## config.mk

```make
export PLATFORM = sky130hd
export DESIGN_NAME = ripple_carry_adder
export DESIGN_NICKNAME = d
export VERILOG_FILES = /design/src/rtl/ripple_carry_adder_full_adder.sv /design/src/rtl/ripple_carry_adder.sv
export SDC_FILE = /design/constraint.sdc
export NUM_CORES = 1
export LEC_CHECK = 0
export ABC_AREA = 1
export CORE_MARGIN = 5
export CORE_UTILIZATION = 37
export DETAILED_ROUTE_END_ITERATION = 6
export HOLD_SLACK_MARGIN = 0.03
export PLACE_DENSITY = 0.87
export SYNTH_ARGS = -nofsm -noshare
export SYNTH_HDL_FRONTEND = slang
export SYNTH_SLANG_ARGS = --single-unit
```

## constraint.sdc

```tcl
create_clock -name clk -period 18.89 [get_ports clk]
set_input_delay 3.778 -clock clk [delete_from_list [all_inputs] [get_ports clk]]
set_output_delay 3.778 -clock clk [all_outputs]
set_load 0.005 [all_outputs]
```

## src/rtl/ripple_carry_adder_full_adder.sv

```systemverilog
// Single-bit full adder cell.
// The ripple chain in ripple_carry_adder is built from these cells.
module full_adder (
   input  logic a,
   input  logic b,
   input  logic cin,
   output logic s,
   output logic cout
);

   assign s    = a ^ b ^ cin;
   assign cout = (a & b) | (a & cin) | (b & cin);

endmodule

```

## src/rtl/ripple_carry_adder.sv

```systemverilog
// N-bit ripple-carry adder built from N full_adder cells.
// Sum, carry-out and signed overflow are registered once.
module ripple_carry_adder #(
   parameter int N = 32
) (
   input  logic         clk,
   input  logic         rst_n,
   input  logic [N-1:0] A,
   input  logic [N-1:0] B,
   input  logic         Cin,
   output logic [N-1:0] S,
   output logic         Cout,
   output logic         V
);

   logic [N-1:0] sumComb;
   logic         carryTop;
   logic         carryBelowTop;

   logic [N-1:0] s_d, s_q;
   logic         cout_d, cout_q;
   logic         v_d, v_q;

   // Each stage owns its carry signals.
   // The chain therefore never loops through a single shared vector.
   for (genvar i = 0; i < N; i++) begin : gen_fa
      logic cIn;
      logic cOut;

      if (i == 0) begin : gen_first
         assign cIn = Cin;
      end else begin : gen_rest
         assign cIn = gen_fa[i-1].cOut;
      end

      full_adder u_fa (
         .a    (A[i]),
         .b    (B[i]),
         .cin  (cIn),
         .s    (sumComb[i]),
         .cout (cOut)
      );
   end

   assign carryTop      = gen_fa[N-1].cOut;
   assign carryBelowTop = gen_fa[N-2].cOut;

   // Overflow occurs when the carry into the sign bit differs from the carry out of it.
   always_comb begin
      s_d    = sumComb;
      cout_d = carryTop;
      v_d    = carryTop ^ carryBelowTop;
   end

   always_ff @(posedge clk) begin
      if (!rst_n) begin
         s_q    <= '0;
         cout_q <= 1'b0;
         v_q    <= 1'b0;
      end else begin
         s_q    <= s_d;
         cout_q <= cout_d;
         v_q    <= v_d;
      end
   end

   assign S    = s_q;
   assign Cout = cout_q;
   assign V    = v_q;

endmodule

```

==> impl_metrics.toml <==
[setup_path]
critical_path_depth = 37
cp_peak_stage_delay_ns = 0.43
crit_family = "adder cells"
worstSetupEndpointType = "register"
setup.worst_path.start_class = "input pin"
critical_path.n_buffers_inverters = 4
setup.worst_path.end = "S[31]"
worst_path_required_ns = 19.10
arrival_ns = 16.99
cp_slowest_cell = "fa_1"
timing.critical_path.from = "A[0]"
critical_path_class = "input pin to register"
critPathMostFrequentCell = "fa_1"
crit_fanout = 3

[clock_tree]
cts_num_sinks = 34
post_cts_clock_slew_at_the_launch_and_capture_registers_of_the_worst_setup_and_hold_paths_ns = 0.06
ctsResizeCount = 0
cts_tree = "built"
ctsLongestPathBuffers = 2
holdBufCountCts = 0
postCtsSetupBuffers = 0
root_buffer = "clkbuf_8"
cts_made_buffers = 5
cts-htree-levels = 2

[floorplan]
starting_utilization_of_the_core_area_pct = 37.8
io-pin-count = 101
row_count = 24
dieHeight_um = 76.5
chipWidth_um = 76.5
fp.dieArea_um2 = 5850
core_area_um2 = 4320

[logic_synthesis]
synth_flop_cell = "dfxtp_1"
synth_sequential_area_ratio_pct = 41.6
post-synth-top-area-cell = "dfxtp_1"
post_synth_inst_count = 144
ys_types = 6
number_of_synthesized_flops_with_an_enable_pin = 0
postSynthRegisterBits = 34
post_synth_instance_area_um2 = 1640
ys_warn_count = 0
synthTopCellsByArea = "dfxtp_1 (42%), fa_1 (39%), inv_1 (8.7%), nand2_1 (7.3%), buf_6 (2.1%)"
synth.net_count = 243
post-synth-top-count-cell = "inv_1"
synth_top_cell_area_share_pct = 41.6
synth_area_per_cell_um2 = 11.4
synth_common_cells = "inv_1 (38), dfxtp_1 (34), fa_1 (32), nand2_1 (32), nor2_1 (5)"
postSynth.asyncResetShare_pct = 0

[pwr]
power.share.clock_pct = 25.3
total_leakage_power_nw = 1.30
power-per-cell-area_nw_per_um2 = 69.8
pwr-share-seq_pct = 43.6
pwr-share-comb_pct = 31.1
irDropWorstVdd_v = 0.0000346
power.internal_w = 0.000144
post-layout-total-power_w = 0.000191
power.switching_fraction_pct = 24.6
power.switching_w = 0.0000471

[sta]
final_min_period_over_clock_period_pct = 88.8
grt_setup_unrepaired = "false"
final_period_minus_worst_setup_slack_ns = 16.77
finalSetupViolCount = 0
drv_slew = 0
relSlewSlack_pct = 28.2
timing_hold_violations_final = 0
clock.fmax_mhz = 59.6
final.setup.tns_ns = 0
timing_worst_slew_pin_value_ns = 1.07
hold_ws_ns = 4.24

[outcome]
outcome = "complete, no violations"

[flow_run]
maxCapViolCount = 0

[grt]
grt_antenna_before_repair = 0
grt_pass1_vias = 1419
first_pass_grt_wire_length_mm = 6.43
pin_count_of_the_biggest_net_entering_global_routing = 33
grt_usage_pct = 14.1
grt.overflow.total = 0

[placed_design]
placed_cells_incl_taps = 293
routabilityCongestion = 0.788
io_buffers = 100
dp_hpwl_mm = 3.40

[final_layout]
final_cell_count_no_fill = 300
fraction_of_final_layout_cells_sized_beyond_drive_strength_1_pct = 2.02
area_growth_pct = 67.7
insertedDiodeCount = 0
post-route-util_pct = 63.5
fin_nets = 347

[route]
postRouteAntennaNets = 0
initialDrtViolationCount = 19
drt-wirelength-per-cell_um = 12.8
detailedRoute.firstPassIterationCount = 3
finalWirelength_mm = 3.85
routed-via-count = 1231
post-route-drc-count = 0
vias_per_cell = 4.10

[min_path]
timing.hold.worst.class = "input pin to register"
[layout by cell type, fill, tap and decap left out]
master / n
clkbuf_1: 2
clkbuf_8: 5
clkdlybuf4s50_1: 100
dfxtp_1: 34
fa_1: 32
inv_1: 38
nand2_1: 32
nor2_1: 5
[metal layers]
| layer | wire length (µm) | vias to the layer above | global-route usage [%] | part of all wire, % |
|---|---|---|---|---|
| met3 | 365 | 6 | 5.32 | 9.5 |
| met4 | 74 | 0 | 5.07 | 1.9 |
| met1 | 1160 | 572 | 13.2 | 30 |
| met5 | 0 | - | 0 | 0 |
| li1 | - | 597 | - | - |
| met2 | 2250 | 56 | 27.2 | 59 |
[final cells by class]
cell class / count / area [µm²]
inverters: 38 / 143
well taps: 52 / 65.1
flip-flops and latches: 34 / 681
clock buffers: 7 / 76.3
fillers: 369 / 1580
multi-input cells: 69 / 779
repair buffers: 100 / 1000
[registers in the layout, summed over array words and instances (netlist names)]
name and flops:
V 1, Cout 1, S 32
[kinds of logic after synthesis]
group | after synthesis | synth area share, %
flip-flops | 34 | 41.6
AND/OR/NAND/NOR | 37 | 8.49
buffers and inverters | 41 | 10.8
adder cells (fa/ha/maj) | 32 | 39.1
[power by group through the flow]
stage | Combinational [W] | Clock, W | Sequential, W
final | 0.0000595 | 0.0000484 | 0.0000835
after global routing | 0.0000678 | 0.0000543 | 0.0000844
after CTS | 0.0000608 | 0.0000504 | 0.0000837
after detailed placement | 0.0000606 | 0 | 0.0000852
after global placement | 0.0000579 | 0 | 0.0000847
after floorplan | 0.0000191 | 0 | 0.0000864
[metrics by stage]
step / area, µm² / setup slack, ns
final: 2750 / 2.12
after global routing: 2750 / 1.57
after floorplan: 1640 / 2.84
after CTS: 2750 / 2.10
after global placement: 2670 / 2.06
after detailed placement: 2670 / 1.83
[how the worst min path moves through the flow]
| stage | from | endpoint | slack [ns] | cells after the start |
|---|---|---|---|---|
| 4_1_cts | Cin | S[0] | 4.24 | 4 |
| 2_1_floorplan | rst_n | V | 3.90 | 2 |
| 3_5_place_dp | S[9] | S[9] | 4.48 | 1 |
| 6_report | B[31] | S[31] | 4.24 | 4 |
| 5_1_grt | Cin | S[0] | 4.27 | 4 |
| 3_3_place_gp | S[3] | S[3] | 4.48 | 1 |
(Power assumes the default switching activity.)
